**config.mk**
```make
export PLATFORM = sky130hd
export DESIGN_NAME = multi_score_tracker
export DESIGN_NICKNAME = d
export VERILOG_FILES = /design/src/rtl/multi_score_tracker.sv
export SDC_FILE = /design/constraint.sdc
export NUM_CORES = 1
export LEC_CHECK = 0
export CORE_ASPECT_RATIO = 1.5
export CORE_MARGIN = 1.5
export CORE_UTILIZATION = 45
export DETAILED_ROUTE_END_ITERATION = 10
export GPL_ROUTABILITY_DRIVEN = 1
export PLACE_DENSITY = 0.71
export SETUP_SLACK_MARGIN = 0.4
export SLEW_MARGIN = 20
export SYNTH_ARGS = -nofsm -noshare
export SYNTH_HDL_FRONTEND = slang
export SYNTH_SLANG_ARGS = --single-unit
```
**constraint.sdc**
```tcl
create_clock -name clk -period 2.45 [get_ports clk]
set_clock_uncertainty 0.05 [all_clocks]
set_input_delay 0.3675 -clock clk [delete_from_list [all_inputs] [get_ports clk]]
set_output_delay 0.3675 -clock clk [all_outputs]
set_load 0.01 [all_outputs]
```
**src/rtl/multi_score_tracker.sv**
```systemverilog
`default_nettype none
// ============================================================================
// Module      : multi_score_tracker
// Description : Parametrised multi-player score keeper. Counts rising edges
//               on per-player point (increment) and penalty (decrement) lines,
//               declares a winner, or a tie, when a score reaches WIN_SCORE,
//               then freezes play until restarted.
// Ports       : clk       - system clock
//               reset     - asynchronous, active-low reset
//               restart   - synchronous level; back to play, scores zeroed
//               point     - per-player increment event (rising edge counted)
//               penalty   - per-player decrement event (rising edge counted)
//               score     - packed scores, player 0 in [SCORE_W-1:0]
//               game_over - high while the game is over
//               winner    - players that reached WIN_SCORE (multi-hot on tie)
//               tie       - more than one winner bit set
// Revision    : 1.0 - initial release
// ============================================================================
module multi_score_tracker #(
    parameter int NUM_PLAYERS = 2,
    parameter int WIN_SCORE   = 9,
    parameter int SCORE_W     = 4,
    parameter int PENALTY_EN  = 1
) (
    input  logic                           clk,
    input  logic                           reset,
    input  logic                           restart,
    input  logic [NUM_PLAYERS-1:0]         point,
    input  logic [NUM_PLAYERS-1:0]         penalty,
    output logic [NUM_PLAYERS*SCORE_W-1:0] score,
    output logic                           game_over,
    output logic [NUM_PLAYERS-1:0]         winner,
    output logic                           tie
);

    // ------------------------------------------------------------------
    // Elaboration-time parameter checks
    // ------------------------------------------------------------------
    generate
        if (NUM_PLAYERS < 1 || NUM_PLAYERS > 8) begin : g_bad_num_players
            $error("multi_score_tracker: NUM_PLAYERS must be in 1..8");
        end
        if (WIN_SCORE < 1 || WIN_SCORE >= (1 << SCORE_W)) begin : g_bad_win_score
            $error("multi_score_tracker: WIN_SCORE must be in 1..2^SCORE_W-1");
        end
    endgenerate

    localparam logic [SCORE_W-1:0]     c_win       = SCORE_W'(WIN_SCORE);
    localparam logic [SCORE_W-1:0]     c_score_one = SCORE_W'(1);
    localparam logic [NUM_PLAYERS-1:0] c_one       = NUM_PLAYERS'(1);
    localparam logic [NUM_PLAYERS-1:0] c_pen_mask  = {NUM_PLAYERS{(PENALTY_EN != 0)}};

    typedef enum logic [0:0] {
        S_PLAY = 1'b0,
        S_OVER = 1'b1
    } state_t;

    state_t                           r_state;
    state_t                           w_state_next;
    logic [NUM_PLAYERS-1:0]           r_point_q;
    logic [NUM_PLAYERS-1:0]           r_penalty_q;
    logic [NUM_PLAYERS*SCORE_W-1:0]   r_score;
    logic [NUM_PLAYERS-1:0]           r_winner;
    logic                             r_tie;

    logic [NUM_PLAYERS-1:0]           w_inc;
    logic [NUM_PLAYERS-1:0]           w_dec;
    logic [NUM_PLAYERS*SCORE_W-1:0]   w_next_score;
    logic [NUM_PLAYERS-1:0]           w_hit;
    logic                             w_any_hit;
    logic                             w_tie;

    // Rising-edge detection; history registers run in every state so an
    // event held through OVER or restart never re-fires later.
    assign w_inc = point & ~r_point_q;
    assign w_dec = penalty & ~r_penalty_q & c_pen_mask;

    // Candidate scores for the PLAY state and the win check on them.
    always_comb begin
        w_next_score = r_score;
        w_hit        = '0;
        for (int i = 0; i < NUM_PLAYERS; i++) begin
            if (w_inc[i] && !w_dec[i]) begin
                w_next_score[i*SCORE_W +: SCORE_W] = r_score[i*SCORE_W +: SCORE_W] + c_score_one;
            end else if (w_dec[i] && !w_inc[i] && (r_score[i*SCORE_W +: SCORE_W] != '0)) begin
                w_next_score[i*SCORE_W +: SCORE_W] = r_score[i*SCORE_W +: SCORE_W] - c_score_one;
            end
            w_hit[i] = (w_next_score[i*SCORE_W +: SCORE_W] == c_win);
        end
    end

    assign w_any_hit = |w_hit;
    // Clearing the lowest set bit leaves something only if two or more were set.
    assign w_tie     = ((w_hit & (w_hit - c_one)) != '0);

    // ------------------------------------------------------------------
    // Next-state logic
    // ------------------------------------------------------------------
    always_comb begin
        w_state_next = r_state;
        if (restart) begin
            w_state_next = S_PLAY;
        end else begin
            case (r_state)
                S_PLAY:  if (w_any_hit) w_state_next = S_OVER;
                S_OVER:  w_state_next = S_OVER;
                default: w_state_next = S_PLAY;
            endcase
        end
    end

    // ------------------------------------------------------------------
    // State and data registers
    // ------------------------------------------------------------------
    always_ff @(posedge clk or negedge reset) begin
        if (!reset) begin
            r_state     <= S_PLAY;
            r_point_q   <= '0;
            r_penalty_q <= '0;
            r_score     <= '0;
            r_winner    <= '0;
            r_tie       <= 1'b0;
        end else begin
            r_state     <= w_state_next;
            r_point_q   <= point;
            r_penalty_q <= penalty;
            if (restart) begin
                r_score  <= '0;
                r_winner <= '0;
                r_tie    <= 1'b0;
            end else if (r_state == S_PLAY) begin
                r_score <= w_next_score;
                if (w_any_hit) begin
                    r_winner <= w_hit;
                    r_tie    <= w_tie;
                end
            end
        end
    end

    assign score     = r_score;
    assign game_over = (r_state == S_OVER);
    assign winner    = r_winner;
    assign tie       = r_tie;

endmodule
`default_nettype wire

```
# Word-level counts from Yosys, hierarchy flattened
# Index checks and enable logic that the tools add are counted.
[totals]
out_inout_bits = 12
in_bits = 7
romBits = 0
latchBits = 0
mem_bits_rw = 0
register_bits = 16
mem_count = 0
[op_classes]
bitwise_logic = 6
eq_ne = 3
n_lt_le_gt_ge = 0
n_reduce_logical = 16
add_sub_neg = 5
multipliers = 0
muxes = 15
div = 0
shift = 0
[ops]
columns = ["cell", "count"]
rows = [
  ["4-bit two-way mux", 4],
  ["8-bit two-way mux", 2],
  ["4-bit by 1-bit adder with 4-bit output (second input constant)", 2],
  ["4-bit equality test (second input constant)", 2],
  ["4-bit nonzero test", 2],
  ["4-bit by 1-bit subtractor with 4-bit output (second input constant)", 2],
  ["2-bit AND", 3],
  ["1-bit logical AND", 6],
  ["2-bit two-way mux", 3],
  ["1-bit two-way mux", 5],
  ["1-bit zero test", 4],
  ["2-bit NOT", 2],
  ["2-bit nonzero test", 2],
  ["2-bit != test (second input constant)", 1],
  ["1-bit case mux with 2 select lines", 1],
  ["2-bit AND reduction", 1],
  ["2-bit OR reduction", 1],
  ["2-bit by 1-bit subtractor with 2-bit output (second input constant)", 1],
  ["1-bit NOT", 1],
]

# Logic depth before layout (Yosys ltp)
# Gate-level depths: netlist of run 1.
[depth]
word_depth = 14
mapped_depth = 9
ltp_nobuf = 9

# Worst setup path before layout of run 1
# Ideal clock, no wire load.
[synth_path]
path_kind = "reg2reg"
start = "register r_score[4], in the netlist score[4]"
end = "register r_tie, in the netlist tie"
period_less_slack_ns = 2.101
slack_ns = 0.349
stages_incl_launch_ff = 10
setup_ns = 0.082
n_path_buf = 0
arrival_ns = 1.969
required_time_ns = 2.318
cell_sequence = "dfrtp_1 > inv_1 > ha_1 > nor2b_1 > a211oi_2 > a21oi_1 > o2bb2ai_1 > nand3b_1 > or3_1 > a31oi_1"
[synth_via]
elab_chain_len = 11
word_cells_on_any_way = 16
[synth_lines]
columns = ["element", "line", "text"]
rows = [
  ["start, declared", "62", "logic [NUM_PLAYERS*SCORE_W-1:0] r_score;"],
  ["start signal, assigned", "132", "r_score <= w_next_score;"],
  ["parallel branches: the longest is 3 deep, another holds 4-bit by 1-bit subtractor with 4-bit output", "--", ""],
  ["4-bit two-way mux (*)", "83", "if (w_inc[i] && !w_dec[i]) begin"],
  ["4-bit equality test (*)", "88", "w_hit[i] = (w_next_score[i*SCORE_W +: SCORE_W] == c_win);"],
  ["2-bit by 1-bit subtractor with 2-bit output", "94", "assign w_tie = ((w_hit & (w_hit - c_one)) != '0);"],
  ["2-bit AND", "94", ""],
  ["2-bit nonzero test", "94", ""],
  ["1-bit two-way mux", "133", "if (w_any_hit) begin"],
  ["1-bit two-way mux", "131", "end else if (r_state == S_PLAY) begin"],
  ["1-bit two-way mux", "127", "if (restart) begin"],
  ["end signal, assigned", "135", "r_tie <= w_tie;"],
  ["end, declared", "64", "logic r_tie;"],
]
# Every way passes the cells marked *. The select of a mux whose other input is x is not followed.
# A chain may end at the register's enable or synchronous reset.

# Final worst setup path of run 1
[layout_path]
start = "register r_score[5], in the netlist score[5]"
end = "register r_tie, in the netlist tie"
# Same word-level chain as after synthesis.

==> run summary, run 1 <==
delay-heaviest family, CP: compound AO/OA/AOI/OAI gates
Final Max Tran Viols: 0
FP Rows: 20
drt drc: 0
initial core utilization: 0.477
max cap viols: 0
DP Cell Count: 149
Placed Instance Area: 0.00119 sq mm
worst-path cell chain: inv_2 > ha_4 > nor2b_2 > a211oi_2 > a21oi_1 > o2bb2ai_1 > nand3b_1 > or3_1 > a31oi_1
Die W: 41.1 um
DIE AREA: 0.00247 sq mm
TritonCTS buffer count: 3
top post-synthesis cells by area: dfrtp_1 41%, nor2_1 6.5%, ha_1 5.1%, nor2b_1 4.5%, a21oi_1 4.1%
TritonCTS clock tree: built
most common cell in the netlist: nor2_1
RSZ-0062 raised after global routing: true
dominant synthesized flop cell: dfrtp_1
Period Utilization, post-route: 0.833
clk buf depth: 2
Design Area, Final: 0.00132 sq mm
PD cells: 535 mW/mm^2
clock sinks: 16
worst vdd ir: 0.372 mV
I/O pins: 19
post-DR vias/cell: 5.80
Final nets: 148
synthesis warning total: 0
sequential area share after synthesis: 0.409
Worst-path clk slew: 0.10 ns
top cells by count, synth: 17 x nor2_1, 16 x dfrtp_1, 8 x a21oi_1
CP required: 2.61 ns
Worst Setup Path Type: reg2reg
Worst Tran Pin Value: 0.733 ns
#FFs+latches synth: 16
vias in the first global route: 875
Pleak: 0.545 nW
Distinct cells, synth: 30
TNS Setup: 0 ns
wire length per cell: 13.6 um
total gr overflow: 0
Crit-path slowest cell: dfrtp_1
Rel. slew slack: 0.510
H-tree depth: 1
DR vias: 917
hold buffers post-CTS: 0
status: complete, no violations
Avg Cell Area, Syn: 8.89 sq um
area delta synth->final: 34.8%
Clk Tree Root Cell: clkbuf_4
Critical Path End Type: flip-flop
Syn Nets: 121
largest net degree at the start of global routing: 19
Final Power: 0.000706 W
Final GP Congestion: 0.715
# setup viols final: 0
Post-synth EDFFs: 0
layout cells sized above 1: 0.228
cell taking the most area after synthesis: dfrtp_1
first-pass GRT wire length: 3440 um
CP max stage delay: 0.38 ns
Cell Area, Synth: 978 sq um
GR Util All Layers: 0.204
CP Launch Type: flip-flop
antenna cells: 0
Final Instance Count excl. Fillers: 158
input/output buffers: 18
final hold vios: 0
Worst EP arrival: 2.20 ns
Final ANT Viol Nets: 0
dpl hpwl: 1580 um
Die Ht: 60.1 um
post-synth top area share: 0.409
post-route minimum period: 2.04 ns
Async S/R FF share, synth: 1.00
worst path bufs/invs: 1
Post-Syn Instances: 110
Crit Path Max Fanout: 3
Worst Hold Margin: 0.185 ns
Clock Latency Late Sink: 0.28 ns
Initial DRC Count: 10
drt pass-1 iters: 4
Min-Delay Path Class: in2reg
Achievable Freq: 490 MHz
CORE AREA: 0.00205 sq mm
final WL: 2150 um
initial antenna violation count: 0
state kept, by name, indices dropped and copies added, names as in the netlist:
signal	count
tie	1
r_point_q	2
game_over	1
score	8
winner	2
r_penalty_q	2
worst reg2reg max path: cells and delay by family, from the launching register on:
kind / cells / cell delay, ns
buffers and inverters: 1 / 0.06
adders and majority gates: 1 / 0.16
DFF: 1 / 0.38
and+or+nand+nor: 3 / 0.60
AOI/OAI and AO/OA: 4 / 0.71
kinds of logic (layout without fill, tap and decap cells):
group,Yosys count,count (layout),share of synthesized area
flops,16,16,0.409
simple gates,50,50,0.262
xor+xnor,3,3,0.0269
buf+inv,9,35,0.0345
mux,2,2,0.0205
fa+ha+maj,4,4,0.0512
compound gates,26,26,0.196
area by class of cell:
class | instances | area [sq um]
inverter | 6 | 22.5
fill | 186 | 733
multi-input combinational | 85 | 587
sequential | 16 | 404
timing repair buffer | 25 | 241
clock buffer | 4 | 36.3
tap | 22 | 27.5
final timing paths:
path | from | to | slack (ns) | cells past startpoint
max in group asynchronous | reset | score[0]$_DFFE_PN0P_ | 1.38 | 1
setup reg to reg | score[5]$_DFFE_PN0P_ | tie$_DFFE_PN0P_ | 0.41 | 9
min in group asynchronous | reset | score[7]$_DFFE_PN0P_ | 0.46 | 1
hold reg to reg | tie$_DFFE_PN0P_ | tie$_DFFE_PN0P_ | 0.55 | 2
hold / removal | penalty[0] | r_penalty_q[0]$_DFF_PN0_ | 0.19 | 1
setup / recovery | score[5]$_DFFE_PN0P_ | tie$_DFFE_PN0P_ | 0.41 | 9
repair_timing:
| item | CTS | global route |
|---|---|---|
| gates resized for setup | 3 | 15 |
| buffers inserted | 5 | 0 |
| setup endpoints to repair | 3 | 4 |
| pin swaps | 2 | 8 |
metal layers:
metal	part of all wire	GRT usage
met4	0.017	0.119
met3	0.037	0.0260
met1	0.40	0.210
met2	0.54	0.362
met5	0	0
where the power goes:
group	switching (W)	total [W]	internal [W]
clock network	0.0000815	0.000172	0.0000904
registers	0.0000225	0.000306	0.000284
logic	0.000110	0.000228	0.000118
total	0.000214	0.000706	0.000492
layout by cell type (no fill, tap or decap), types with 4 or more instances in the layout:
cell,netlist,layout
a31oi_1,4,4
a21oi_1,8,8
nand2b_1,4,4
nor3_1,4,4
nor2_1,17,16
clkdlybuf4s50_1,0,16
buf_4,0,6
dfrtp_1,16,13
nand3_1,7,7
inv_1,6,4
per-stage QoR:
| stage | setup slack (ns) | utilization |
|---|---|---|
| floorplan | 0.406 | - |
| finish | 0.409 | 0.643 |
| detailed placement | 0.0119 | 0.581 |
| CTS | 0.406 | 0.621 |
| global placement | 0.0321 | 0.581 |
| global route | 0.359 | 0.643 |
Note: power is estimated with default switching activity, not from simulation.
==> inputs of run 2 (changes only) <==
Settings changed: PLACE_DENSITY 0.71 to 0.74.
Clock period 2.45 ns to 1.68 ns, I/O delays scaled along.
==> run summary, run 2 (synthesis results as in run 1) <==
status: finished with violations
failing checks: negative setup slack
CP Launch Type: flip-flop
total gr overflow: 0
Period Utilization, post-route: 1.22
clock sinks: 16
max cap viols: 0
I/O pins: 19
commonest cells after routing, fill and taps aside: 32 x buf_4, 14 x buf_6, 12 x dfrtp_1, 11 x nor2_1
Clock Latency Late Sink: 0.31 ns
dpl hpwl: 1910 um
most common cell after layout, fill and taps aside: buf_4
hold buffers post-CTS: 0
Largest register FFs: 8
Placed Instance Area: 0.00144 sq mm
area delta synth->final: 80.6%
Rel. slew slack: 0.723
Critical Path End Type: flip-flop
DIE AREA: 0.00247 sq mm
DR vias: 1,090
Worst Setup EP: tie$_DFFE_PN0P_
TritonCTS buffer count: 3
PD cells: 719 mW/mm^2
reg2reg start: score[4]$_DFFE_PN0P_
FP Rows: 20
Worst-path clk slew: 0.10 ns
drt drc: 0
DP Cell Count: 178
# setup viols final: 8
Worst EP arrival: 2.23 ns
Worst Setup Path Type: reg2reg
post-route minimum period: 2.06 ns
antenna cells: 0
GR Util All Layers: 0.281
CORE AREA: 0.00205 sq mm
Final ANT Viol Nets: 0
Final Max Tran Viols: 0
CP required: 1.85 ns
Critical Path Source: score[4]$_DFFE_PN0P_
wire length per cell: 17.4 um
Clk Tree Root Cell: clkbuf_4
drt pass-1 iters: 4
Design Area, Final: 0.00177 sq mm
clk buf depth: 2
post-DR vias/cell: 5.65
TritonCTS clock tree: built
Pleak: 0.761 nW
Final nets: 183
worst r2r dst: tie$_DFFE_PN0P_
final WL: 3360 um
Die W: 41.1 um
worst vdd ir: 0.690 mV
Final Instance Count excl. Fillers: 193
final hold vios: 0
layout cells sized above 1: 0.591
RSZ-0062 raised after global routing: true
largest net degree at the start of global routing: 18
Min-Delay Path Class: in2reg
Die Ht: 60.1 um
Final GP Congestion: 0.837
Worst Tran Pin Value: 0.411 ns
vias in the first global route: 1,121
TNS Setup: -1.49 ns
Initial DRC Count: 34
input/output buffers: 18
post-route setup slack: -0.376 ns
Crit-path slowest cell: dfrtp_2
CP max stage delay: 0.39 ns
flop-to-flop setup slack: -0.38 ns
Final Power: 0.00127 W
worst-path cell chain: inv_2 > ha_4 > nor2b_4 > a211oi_4 > a21oi_2 > o2bb2ai_1 > nand3b_1 > or3_1 > a31oi_1
initial core utilization: 0.477
Achievable Freq: 486 MHz
R2R depth: 9
Crit Path Max Fanout: 3
H-tree depth: 1
initial antenna violation count: 0
first-pass GRT wire length: 4600 um
## run 2: changes by cell type in the layout (fill, tap and decap cells not counted), sizes merged
cell	change
dlygate4sd2	+2
clkdlybuf4s50	-11
dlymetal6s2s	-2
buf	+42
clkbuf	+1
clkdlybuf4s15	+3
## run 2: routing by layer
| metal | share of wire | GRT usage | up-vias |
|---|---|---|---|
| met5 | 0 | 0 | - |
| met4 | 0.029 | 0.143 | 0 |
| met3 | 0.032 | 0.0260 | 9 |
| met2 | 0.57 | 0.547 | 38 |
| met1 | 0.37 | 0.253 | 520 |
| li1 | - | - | 523 |
## run 2: worst min-delay path by stage
stage | startpoint | endpoint | slack, ns | depth (start not counted)
after global routing | penalty[0] | r_penalty_q[0]$_DFF_PN0_ | 0.21 | 1
final | penalty[0] | r_penalty_q[0]$_DFF_PN0_ | 0.19 | 1
after CTS | penalty[0] | r_penalty_q[0]$_DFF_PN0_ | 0.17 | 1
after detailed placement | tie$_DFFE_PN0P_ | tie$_DFFE_PN0P_ | 0.53 | 2
after global placement | tie$_DFFE_PN0P_ | tie$_DFFE_PN0P_ | 0.51 | 2
after floorplan | reset | game_over$_DFF_PN0_ | -0.09 | 0
## run 2: metrics by stage
| step | utilization | hold slack, ns | worst slack, ns |
|---|---|---|---|
| 3_5_place_dp | 0.701 | 0.532 | -0.554 |
| 4_1_cts | 0.779 | 0.167 | -0.246 |
| 6_report | 0.861 | 0.194 | -0.376 |
| 5_1_grt | 0.861 | 0.212 | -0.492 |
| 3_3_place_gp | 0.701 | 0.514 | -0.490 |
| 2_1_floorplan | - | -0.0936 | -0.300 |
## run 2: repair_timing
item | 4_1_cts | 5_1_grt
gates resized for setup | 62 | 32
pin swaps | 6 | 13
buffers inserted | 6 | 5
endpoints found under the setup margin | 24 | 22
## run 2: report_power, final
part / internal [W] / total, W / switching, W / leakage [nW]
Combinational: 0.000299 / 0.000564 / 0.000265 / 0.534
Clock: 0.000133 / 0.000268 / 0.000135 / 0.0210
Sequential: 0.000414 / 0.000439 / 0.0000253 / 0.206
Total: 0.000845 / 0.00127 / 0.000425 / 0.761
## run 2: worst max-delay path: cells and delay by family (launching register included)
kind                     cells  cell delay, ns
buffers and inverters        1            0.06
AND/OR/NAND/NOR              3            0.65
flip-flops                   1            0.39
AO/OA/AOI/OAI                4            0.68
adder cells (fa/ha/maj)      1            0.15
## run 2: layout make-up
class | count | area (sq um)
Fill cell | 120 | 285
Multi-Input combinational cell | 85 | 759
Tap cell | 22 | 27.5
Sequential cell | 16 | 405
Timing Repair Buffer | 60 | 515
Clock buffer | 4 | 36.3
Inverter | 6 | 22.5
